### config.mk
export PLATFORM = sky130hd
export DESIGN_NAME = ppe_sequencer
export DESIGN_NICKNAME = d
export VERILOG_FILES = /design/src/rtl/ppe_pkg.sv /design/src/rtl/ppe_sequencer.sv
export SDC_FILE = /design/constraint.sdc
export NUM_CORES = 1
export LEC_CHECK = 0
export ABC_AREA = 1
export CAP_MARGIN = 10
export CORE_ASPECT_RATIO = 1.4
export CORE_MARGIN = 1.5
export CORE_UTILIZATION = 47
export DETAILED_ROUTE_END_ITERATION = 10
export PLACE_DENSITY = 0.85
export SLEW_MARGIN = 20
export SYNTH_ARGS = -nofsm -noshare
export SYNTH_HDL_FRONTEND = slang
export SYNTH_SLANG_ARGS = --single-unit
### constraint.sdc
create_clock -name clk -period 3.8 [get_ports clk]
set_input_delay 0.76 -clock clk [delete_from_list [all_inputs] [get_ports clk]]
set_output_delay 0.76 -clock clk [all_outputs]
set_load 0.01 [all_outputs]
### src/rtl/ppe_pkg.sv
// ppe_pkg: packet layout, opcodes and sequencer states shared by the PPE stream controller
package ppe_pkg;
    localparam int ADDR_START   = 32;
    localparam int ADDR_END     = 29;
    localparam int OPCODE_START = 28;
    localparam int OPCODE_END   = 25;
    localparam int DATA_START   = 24;
    localparam int DATA_END     = 0;
    localparam int PKT_W        = 33;
    localparam logic [3:0] OP_WEIGHT   = 4'd0;
    localparam logic [3:0] OP_INPUT    = 4'd1;
    localparam logic [3:0] OP_TIMESTEP = 4'd15;
    typedef enum logic [3:0] {
        IDLE, W_FETCH, W_LATCH, W_SEND, I_FETCH, I_LATCH, I_SEND, T_SEND, FINISH
    } seq_state_t;
    function automatic logic [PKT_W-1:0] make_pkt(input logic [3:0] addr, input logic [3:0] opcode,
                                                  input logic [24:0] data);
        logic [PKT_W-1:0] p;
        p = '0;
        p[ADDR_START:ADDR_END]     = addr;
        p[OPCODE_START:OPCODE_END] = opcode;
        p[DATA_START:DATA_END]     = data;
        return p;
    endfunction
endpackage

### src/rtl/ppe_sequencer.sv
// ppe_sequencer: streams weights, then per-timestep spike rows and a timestep marker, into one PPE
module ppe_sequencer
    import ppe_pkg::*;
#(
    parameter int PE_ADDR         = 5,
    parameter int NUM_WEIGHT_PKTS = 2,
    parameter int ROWS_PER_TS     = 5,
    parameter int NUM_TS          = 2,
    parameter int W_AW            = 4,
    parameter int IF_AW           = 6
) (
    input  logic                        clk,
    input  logic                        reset,
    input  logic                        start,
    output logic                        busy,
    output logic                        done,
    output logic                        w_rd_en,
    output logic [W_AW-1:0]             w_rd_addr,
    input  logic [23:0]                 w_rd_data,
    output logic                        if_rd_en,
    output logic [IF_AW-1:0]            if_rd_addr,
    input  logic [24:0]                 if_rd_data,
    output logic                        pkt_valid,
    input  logic                        pkt_ready,
    output logic [PKT_W-1:0]            pkt_data,
    output logic [$clog2(NUM_TS+1)-1:0] ts_idx
);
    localparam int TW = $clog2(NUM_TS+1);
    localparam int RW = $clog2(ROWS_PER_TS+1);
    seq_state_t state, state_nx;
    logic [RW-1:0] row;
    logic xfer, last_w, last_row;
    assign xfer     = pkt_valid && pkt_ready;
    assign last_w   = w_rd_addr == W_AW'(NUM_WEIGHT_PKTS-1);
    assign last_row = row == RW'(ROWS_PER_TS-1);
    always_ff @(posedge clk or posedge reset) begin
        if (reset) state <= IDLE;
        else state <= state_nx;
    end
    always_comb begin
        state_nx  = state;
        busy      = state != IDLE && state != FINISH;
        done      = state == FINISH;
        w_rd_en   = state == W_FETCH;
        if_rd_en  = state == I_FETCH;
        pkt_valid = state == W_SEND || state == I_SEND || state == T_SEND;
        case (state)
            IDLE:    state_nx = start ? W_FETCH : IDLE;
            W_FETCH: state_nx = W_LATCH;
            W_LATCH: state_nx = W_SEND;
            W_SEND:  state_nx = xfer ? (last_w ? I_FETCH : W_FETCH) : W_SEND;
            I_FETCH: state_nx = I_LATCH;
            I_LATCH: state_nx = I_SEND;
            I_SEND:  state_nx = xfer ? (last_row ? T_SEND : I_FETCH) : I_SEND;
            T_SEND:  state_nx = xfer ? (ts_idx == TW'(NUM_TS-1) ? FINISH : I_FETCH) : T_SEND;
            default: state_nx = IDLE;
        endcase
    end
    // the timestep packet is loaded on the handshake of the last row so it is ready on entry to T_SEND
    always_ff @(posedge clk or posedge reset) begin
        if (reset) begin
            w_rd_addr  <= '0;
            if_rd_addr <= '0;
            row        <= '0;
            ts_idx     <= '0;
            pkt_data   <= '0;
        end else begin
            if (state == IDLE && start) begin
                w_rd_addr  <= '0;
                if_rd_addr <= '0;
                row        <= '0;
                ts_idx     <= '0;
            end
            if (state == W_SEND && xfer && !last_w) w_rd_addr <= w_rd_addr + 1'b1;
            if (state == I_SEND && xfer) begin
                if_rd_addr <= if_rd_addr + 1'b1;
                row        <= last_row ? '0 : row + 1'b1;
            end
            if (state == T_SEND && xfer) ts_idx <= ts_idx + 1'b1;
            if (state == W_LATCH)
                pkt_data <= make_pkt(4'(PE_ADDR), OP_WEIGHT,
                                     {1'b0, w_rd_data[23:16] & {8{!last_w}}, w_rd_data[15:0]});
            if (state == I_LATCH) pkt_data <= make_pkt(4'(PE_ADDR), OP_INPUT, if_rd_data);
            if (state == I_SEND && xfer && last_row) pkt_data <= make_pkt(4'(PE_ADDR), OP_TIMESTEP, '0);
        end
    end
endmodule

==> metrics.md, run 1 <==
| Metric | Value |
|---|---|
| Multi-input gate area | 0.00112 sq mm |
| Sequential cell area | 0.00118 sq mm |
| Layout area overhead | 42.1% |
| CTS H-tree lvls | 2 |
| Placed Instances | 460 |
| Congestion Overflow GR | 0 |
| Worst Setup Path Type | reg2out |
| Most frequent cells after synthesis | nand2_1, nand3_1, dfrtp_1 |
| Tot GR Track Use | 22.2% |
| Worst-path clk slew | 0.09 ns |
| Period minus WS final | 2.51 ns |
| PwrDens | 697 mW/mm^2 |
| Synth top area cells | dfrtp_1, nand2_1, nand3_1, inv_1, o211ai_2 |
| Int Pwr | 1.57 mW |
| Clk sinks | 47 |
| Layout cells sized above 1 | 7.46% |
| Antenna violations before repair | 0 |
| Setup Skew | 0.00953 ns |
| Post-synth cell types | 27 |
| Crit path required time | 3.04 ns |
| Vias | 2407 |
| Cts repair resizes | 0 |
| Drt drc | 0 |
| Die Height | 90.7 um |
| Placer Congestion | 0.853 |
| Initial drt markers | 160 |
| Ys Warns | 0 |
| Max Root-Sink Buffers | 2 |
| CTS tree | yes |
| Async S/R FF share, synth | 100% |
| Fin Setup TNS | 0 ns |
| DR vias/cell | 5.14 |
| Post-CTS Repair Setup Buffers | 0 |
| Arr. time, crit path | 1.75 ns |
| Clk root buf | clkbuf_8 |
| Sequential fraction of the synthesis area | 45.6% |
| Count of final hold-check violations | 0 |
| Crit path capture type | primary output |
| RSZ-0062 raised after global routing | no |
| Fin cells | 468 |
| Post-synth top area share | 45.6% |
| Syn Inst Count | 311 |
| Initial Util | 49.3% |
| Chip width | 65.6 um |
| I/O Pins | 103 |
| Worst-skew pair later-pin latency | 0.30 ns |
| Post-DP HPWL | 4.62 mm |
| Row count | 31 |
| Slew Limit Fails | 0 |
| Leak | 1.81 nW |
| Status | finished, final reports clean |
| Headroom to the max-slew limit | 37.2% |
| First-pass GRT wire length | 10.6 mm |
| # nets final | 460 |
| Mapped Area | 0.00258 sq mm |
| Worst Hold Class | reg2reg |
| Switching Fraction | 38.6% |
| Clock share of power | 16.8% |
| Synth Flop Type | dfrtp_1 |
| Comb power frac | 50.4% |
| Sequential power share | 32.9% |
| DRT Wirelength | 6.35 mm |
| Quantity of I/O buffers inserted on ports | 100 |
| Ant. Diodes | 0 |
| ANT nets after route | 0 |
| Worst-Margin Slew | 0.940 ns |
| Number of synthesized register bits | 47 |
| Setup violators final | 0 |
| Cts hold-fix bufs | 0 |
| Pre-Repair DR Iteration Count | 4 |
| Post-synth EDFFs | 0 |
| Num CTS Buffers | 5 |
| Die ar. | 0.00595 sq mm |
| Max Freq | 398 MHz |
| Largest area contributor in the netlist | dfrtp_1 |
| NetSw | 985 uW |
| MaxCap Viol Count | 0 |
| Cell with the most instances after synthesis | nand2_1 |
| WL per Instance | 13.6 um |
| Critical Path Start Type | flip-flop |
| Vias in the first global route | 2347 |
| Largest net degree at the start of global routing | 51 |
| Peak supply drop | 0.000450 V |
| Fillers | 413 |
| CP max FO | 6 |
| Final period utilization | 66.1% |
| Placeable Area | 0.00524 sq mm |
| Post-Syn Area per Cell | 8.30 sq um |
## per-layer routing
metal / global-route usage (%) / part of all wire (%) / wire length [um]
met1: 27.5 / 43 / 2710
met2: 38.4 / 49 / 3140
met3: 4.36 / 6.8 / 429
met4: 6.77 / 1.1 / 72
met5: 0 / 0 / 0
## path summary, 6_finish.rpt
kind,slack (ns),to,cells past startpoint,start
setup / recovery,1.29,pkt_valid,5,state[1]
hold / removal,0.51,pkt_data[25],2,pkt_data[25]
setup reg to reg,1.61,pkt_data[20],8,state[0]
hold reg to reg,0.51,pkt_data[25],2,pkt_data[25]
max in group asynchronous,2.23,pkt_data[7],2,reset
min in group asynchronous,0.99,if_rd_addr[5],2,reset
## state kept, by name (all words and copies together) (netlist names)
signal      count
ts_idx          2
state           4
if_rd_addr      6
w_rd_addr       4
pkt_data       28
row             3
## cell families (layout without fill, tap and decap cells)
kind of cell / Yosys count / count (layout) / share of synthesized area [%]
fa+ha+maj: 6 / 6 / 2.91
compound gates: 41 / 41 / 12.4
other cells: 1 / 2 / 0.145
simple gates: 155 / 155 / 26.4
xor+xnor: 4 / 4 / 1.36
buf+inv: 57 / 147 / 11.3
flops: 47 / 47 / 45.6
## final cells by class
type                            instances  area share, %
Multi-Input combinational cell        208           30.5
Clock buffer                            5           1.88
Sequential cell                        47           32.1
Inverter                               37           3.79
Clock inverter                          3           1.84
Tap cell                               66           2.25
Timing Repair Buffer                  102           27.7
## critical path, stage by stage, from the launching register on
cell,delay (ns)
dfrtp_1,0.45
nand2_1,0.14
inv_1,0.12
nand2_1,0.07
nand2_1,0.12
clkdlybuf4s50_1,0.55
## per-stage QoR
stage                     utilization (%)  setup WS [ns]  cell area, sq um  power (mW)  hold WS (ns)
after CTS                            70.0           1.29              3670        2.58         0.513
after detailed placement             67.4           1.49              3530        2.14         0.491
after floorplan                         -           1.92              2580        1.60         0.528
after global routing                 70.0           1.18              3670        2.75         0.533
after global placement               67.4           1.57              3530        2.10         0.484
final                                70.0           1.29              3670        2.55         0.512
## cells in the final DEF (no fill, tap or decap), drive strengths merged
cell           instances
a21oi                  1
a31oi                  1
buf                    2
bufinv                 2
clkbuf                 5
clkdlybuf4s50        100
clkinvlp               1
conb                   2
dfrtp                 47
ha                     6
inv                   37
nand2                 86
nand3                 55
nand3b                 1
nor2                  12
nor3                   1
o211ai                24
o21ai                 14
o21bai                 1
xnor2                  2
xor2                   2
## power groups by stage
stage / clock (mW) / sequential, mW / combinational, mW
4_1_cts: 0.438 / 0.838 / 1.30
3_5_place_dp: 0 / 0.844 / 1.30
2_1_floorplan: 0 / 0.904 / 0.699
6_report: 0.428 / 0.840 / 1.29
5_1_grt: 0.457 / 0.867 / 1.43
3_3_place_gp: 0 / 0.843 / 1.26
No activity file was read; power rests on OpenSTA's default activity.
==> run 2: changes to the inputs <==
--- a/config.mk
+++ b/config.mk
@@ -9,9 +9,9 @@
 export CAP_MARGIN = 10
 export CORE_ASPECT_RATIO = 1.4
 export CORE_MARGIN = 1.5
-export CORE_UTILIZATION = 47
+export CORE_UTILIZATION = 44
 export DETAILED_ROUTE_END_ITERATION = 10
-export PLACE_DENSITY = 0.85
+export PLACE_DENSITY = 0.8
 export SLEW_MARGIN = 20
 export SYNTH_ARGS = -nofsm -noshare
 export SYNTH_HDL_FRONTEND = slang
==> constraint.sdc (replaced) <==
create_clock -name clk -period 2.6 [get_ports clk]
set_input_delay 0.52 -clock clk [delete_from_list [all_inputs] [get_ports clk]]
set_output_delay 0.52 -clock clk [all_outputs]
set_load 0.01 [all_outputs]
==> metrics.md, run 2 (synthesis results as in run 1) <==
| Metric | Value |
|---|---|
| Crit path required time | 2.08 ns |
| Max Root-Sink Buffers | 2 |
| Setup Skew | 0.00272 ns |
| Slew Limit Fails | 0 |
| Status | finished, final reports clean |
| Setup violators final | 0 |
| First-pass GRT wire length | 10.6 mm |
| Placeable Area | 0.00557 sq mm |
| Setup slack at placement | 0.674 ns |
| Worst-skew pair later-pin latency | 0.29 ns |
| Worst Hold Class | reg2reg |
| Final period utilization | 86.0% |
| Row count | 32 |
| Arr. time, crit path | 1.72 ns |
| Layout area overhead | 42.1% |
| Worst Setup Path Type | reg2out |
| Ant. Diodes | 0 |
| Vias | 2400 |
| Worst-path clk slew | 0.08 ns |
| Placer Congestion | 0.848 |
| Final core occ | 65.9% |
| Most frequent cells in the layout | clkdlybuf4s50_1, nand2_1, nand3_1 |
| Drt drc | 0 |
| Max Freq | 447 MHz |
| Tot GR Track Use | 21.7% |
| Slowest CP cell | clkdlybuf4s50_1 |
| Most common cell after layout, fill and taps aside | clkdlybuf4s50_1 |
| Clk root buf | clkbuf_8 |
| Initial drt markers | 104 |
| Congestion Overflow GR | 0 |
| Cts repair resizes | 0 |
| Leak | 1.82 nW |
| CTS H-tree lvls | 2 |
| Post-CTS Repair Setup Buffers | 0 |
| Initial Util | 46.4% |
| I/O Pins | 103 |
| Layout cells sized above 1 | 7.44% |
| Die Height | 93.6 um |
| Max incr delay on CP | 0.55 ns |
| Critical path, cell by cell | nand2_1, inv_1, nand2_1, nand2_1, clkdlybuf4s50_1 |
| Top flop regs | pkt_data: 28 flops, if_rd_addr: 6 flops |
| Clk sinks | 47 |
| Period minus WS final | 2.24 ns |
| RSZ-0062 raised after global routing | no |
| Cts hold-fix bufs | 0 |
| Critical Path Most Common Cell | nand2_1 |
| Headroom to the max-slew limit | 61.7% |
| WL per Instance | 14.1 um |
| Pre-Repair DR Iteration Count | 4 |
| # nets final | 461 |
| Worst-Margin Slew | 0.572 ns |
| Peak supply drop | 0.000655 V |
| Die ar. | 0.00634 sq mm |
| ANT nets after route | 0 |
| Chip width | 67.7 um |
| Largest net degree at the start of global routing | 48 |
| Register-to-register setup slack | 0.68 ns |
| Count of final hold-check violations | 0 |
| Num CTS Buffers | 5 |
| Critical Path Start Type | flip-flop |
| DR vias/cell | 5.10 |
| Worst Setup Slack, final | 0.364 ns |
| MaxCap Viol Count | 0 |
| Quantity of I/O buffers inserted on ports | 100 |
| Fin Setup TNS | 0 ns |
| DRT Wirelength | 6.64 mm |
| CTS tree | yes |
| Largest register by flop count | pkt_data |
| Antenna violations before repair | 0 |
| Max reg flops | 28 |
| Vias in the first global route | 2292 |
| CP max FO | 6 |
| Crit path capture type | primary output |
| PwrDens | 980 mW/mm^2 |
| Post-DP HPWL | 4.66 mm |
-- run 2: critical path: cells and delay by family, from the launching register on --
| kind | cells | cell delay [ns] |
|---|---|---|
| simple gates | 3 | 0.30 |
| flops | 1 | 0.46 |
| buf+inv | 2 | 0.66 |
-- run 2: power breakdown --
part	internal [mW]	total, mW	switching, mW	leakage, nW
Sequential	1.02	1.22	0.202	0.601
Clock	0.243	0.477	0.234	0.0515
Combinational	0.893	1.89	0.998	1.16
Total	2.16	3.59	1.43	1.82
-- run 2: final timing paths --
kind / from / end / depth (start not counted)
setup reg to reg: state[1] / pkt_data[10] / 6
max in group asynchronous: reset / w_rd_addr[3] / 3
setup / recovery: state[1] / pkt_valid / 5
hold reg to reg: pkt_data[24] / pkt_data[24] / 2
hold / removal: pkt_data[24] / pkt_data[24] / 2
min in group asynchronous: reset / w_rd_addr[0] / 3
-- run 2: stage by stage --
| step | total power, mW | instances | hold slack, ns | instance area, sq um |
|---|---|---|---|---|
| after floorplan | 2.34 | 312 | 0.528 | 2580 |
| after global placement | 3.08 | 463 | 0.489 | 3570 |
| after detailed placement | 3.14 | 463 | 0.492 | 3570 |
| after CTS | 3.64 | 471 | 0.514 | 3670 |
| after global routing | 3.88 | 471 | 0.536 | 3670 |
| final | 3.59 | 471 | 0.509 | 3670 |
-- run 2: final cells by class --
class,count,area (sq um)
clock buffers,8,100
fillers,485,1900
inverters,37,139
multi-input cells,208,1120
flip-flops and latches,47,1180
well taps,68,85.1
repair buffers,103,1050
-- run 2: per-layer routing --
metal  vias to the layer above  global-route usage [%]  share of wire [%]
li1                       1188                       -                  -
met1                      1138                    25.1                 41
met2                        66                    38.5                 53
met3                         8                    5.17                5.5
met4                         0                    6.46                1.0
met5                         -                       0                  0
==> run 3: changes to the inputs <==
--- a/config.mk
+++ b/config.mk
@@ -12,7 +12,8 @@
 export CORE_UTILIZATION = 44
 export DETAILED_ROUTE_END_ITERATION = 10
 export PLACE_DENSITY = 0.8
-export SLEW_MARGIN = 20
+export SLEW_MARGIN = 25
 export SYNTH_ARGS = -nofsm -noshare
 export SYNTH_HDL_FRONTEND = slang
 export SYNTH_SLANG_ARGS = --single-unit
+export TNS_END_PERCENT = 20
==> constraint.sdc (replaced) <==
create_clock -name clk -period 2.5 [get_ports clk]
set_input_delay 0.5 -clock clk [delete_from_list [all_inputs] [get_ports clk]]
set_output_delay 0.5 -clock clk [all_outputs]
set_load 0.01 [all_outputs]
==> metrics.md, run 3 (synthesis results as in run 1) <==
| Metric | Value |
|---|---|
| FF-to-FF Start | state[3] |
| Clk sinks | 47 |
| Worst Setup Path Type | reg2out |
| DR vias/cell | 5.12 |
| Final core occ | 65.4% |
| Final period utilization | 90.0% |
| Num CTS Buffers | 5 |
| CP max FO | 6 |
| Critical path, cell by cell | nand2_1, inv_1, nand2_1, nand2_1, clkdlybuf4s50_1 |
| Total chip power | 3.68 mW |
| Most common cell after layout, fill and taps aside | clkdlybuf4s50_1 |
| Worst-path clk slew | 0.08 ns |
| Peak supply drop | 0.000794 V |
| Max reg flops | 28 |
| Setup slack at placement | 0.612 ns |
| Clk root buf | clkbuf_8 |
| Max Freq | 445 MHz |
| CTS tree | yes |
| Post-DP HPWL | 4.80 mm |
| Period minus WS final | 2.25 ns |
| Antenna violations before repair | 0 |
| ANT nets after route | 0 |
| Critical Path Most Common Cell | nand2_1 |
| Slew Limit Fails | 0 |
| Die Height | 93.6 um |
| Chip width | 67.7 um |
| First-pass GRT wire length | 10.7 mm |
| Worst Hold Class | reg2reg |
| Post-Route M1 WL | 2.54 mm |
| DRT Wirelength | 6.60 mm |
| Area after DPL | 0.00356 sq mm |
| Die ar. | 0.00634 sq mm |
| Quantity of I/O buffers inserted on ports | 100 |
| Initial drt markers | 122 |
| Placeable Area | 0.00557 sq mm |
| Worst Setup Slack, final | 0.250 ns |
| Register-to-register setup slack | 0.65 ns |
| Ant. Diodes | 0 |
| Layout cells sized above 1 | 7.43% |
| Slowest CP cell | clkdlybuf4s50_1 |
| Post-CTS Repair Setup Buffers | 0 |
| Crit-path leading delay family | buffers and inverters |
| Largest net degree at the start of global routing | 50 |
| Crit path depth | 5 |
| Layout area overhead | 41.2% |
| Largest register by flop count | pkt_data |
| Count of final hold-check violations | 0 |
| Most frequent cells in the layout | clkdlybuf4s50_1, nand2_1, nand3_1 |
| Setup violators final | 0 |
| Worst-Margin Slew | 0.533 ns |
| Setup Skew | 0.00706 ns |
| # nets final | 462 |
| Tot GR Track Use | 21.9% |
| Fillers | 483 |
| Status | finished, final reports clean |
| Max layer used | met4 |
| WL per Instance | 14.0 um |
| R2R Path End | pkt_data[12] |
| Crit path capture type | primary output |
| RSZ-0062 raised after global routing | no |
| Congestion Overflow GR | 0 |
| Arr. time, crit path | 1.75 ns |
| Vias in the first global route | 2396 |
| Max Root-Sink Buffers | 2 |
| Cts repair resizes | 0 |
| Cts hold-fix bufs | 0 |
| Pre-Repair DR Iteration Count | 4 |
| PwrDens | 1010 mW/mm^2 |
| Worst-skew pair later-pin latency | 0.29 ns |
| Fin Setup TNS | 0 ns |
| WP buf/inv | 2 |
| I/O Pins | 103 |
| Critical Path Start Type | flip-flop |
| Design Area, Final | 0.00364 sq mm |
| Top flop regs | pkt_data: 28 flops, if_rd_addr: 6 flops |
| Met3 WL | 465 um |
| Placer Congestion | 0.860 |
| Vias | 2418 |
| Initial Util | 46.4% |
| Headroom to the max-slew limit | 64.4% |
| WL met2 | 3.50 mm |
| Row count | 32 |
| Worst reg-to-reg path cell count | 6 |
| Max incr delay on CP | 0.56 ns |
| MaxCap Viol Count | 0 |
| Leak | 1.81 nW |
| HP Start | pkt_data[24] |
| Crit path required time | 2.00 ns |
| Drt drc | 0 |
| Endpoint, Worst Hold | pkt_data[24] |
| Hold path cells | 2 |
| CTS H-tree lvls | 2 |
| CP Launch Point | state[1] |
[run 3: changes by cell type in the layout (fill, tap and decap cells not counted)]
cell	previous run	this run
buf_4	1	3
clkbuf_8	7	5
buf_12	2	1
clkbuf_1	1	2
clkinv_2	0	1
[run 3: final cells by class]
class                   instances  area [sq um]  area share (%)
multi-input cells             208          1120            30.7
clock buffers                   7          76.3            2.10
flip-flops and latches         47          1180            32.3
repair buffers                104          1040            28.6
inverters                      37           139            3.81
well taps                      68          85.1            2.34
clock inverters                 1          5.00           0.137
[run 3: through the flow]
stage          hold WS [ns]  instances
2_1_floorplan         0.528        312
3_3_place_gp          0.486        464
3_5_place_dp          0.493        464
4_1_cts               0.514        472
5_1_grt               0.544        472
6_report              0.508        472
[run 3: metal layers]
layer / track usage [%] / up-vias
met5: 0 / -
met4: 6.63 / 0
met3: 4.93 / 9
met2: 40.0 / 81
met1: 24.3 / 1136
li1: - / 1192
[run 3: worst max-delay path by stage]
stage                               end  slack [ns]
after floorplan           if_rd_addr[0]        0.88
after global placement        pkt_valid        0.67
after detailed placement      pkt_valid        0.61
after CTS                     pkt_valid        0.26
after global routing          pkt_valid        0.14
final                         pkt_valid        0.25
[run 3: worst reg2reg max path, cell delays in order (launching register included)]
cell and delay, ns:
dfrtp_1 0.45, nor2_2 0.20, nand3_1 0.19, nand2_4 0.34
inv_2 0.31, nand3_1 0.18, nand2_1 0.07
[run 3: where the power goes]
group	total, mW	leakage (nW)	switching, mW	internal [mW]
clock network	0.436	0.0422	0.239	0.197
logic	1.98	1.16	1.05	0.929
registers	1.27	0.601	0.210	1.06
total	3.68	1.81	1.50	2.19
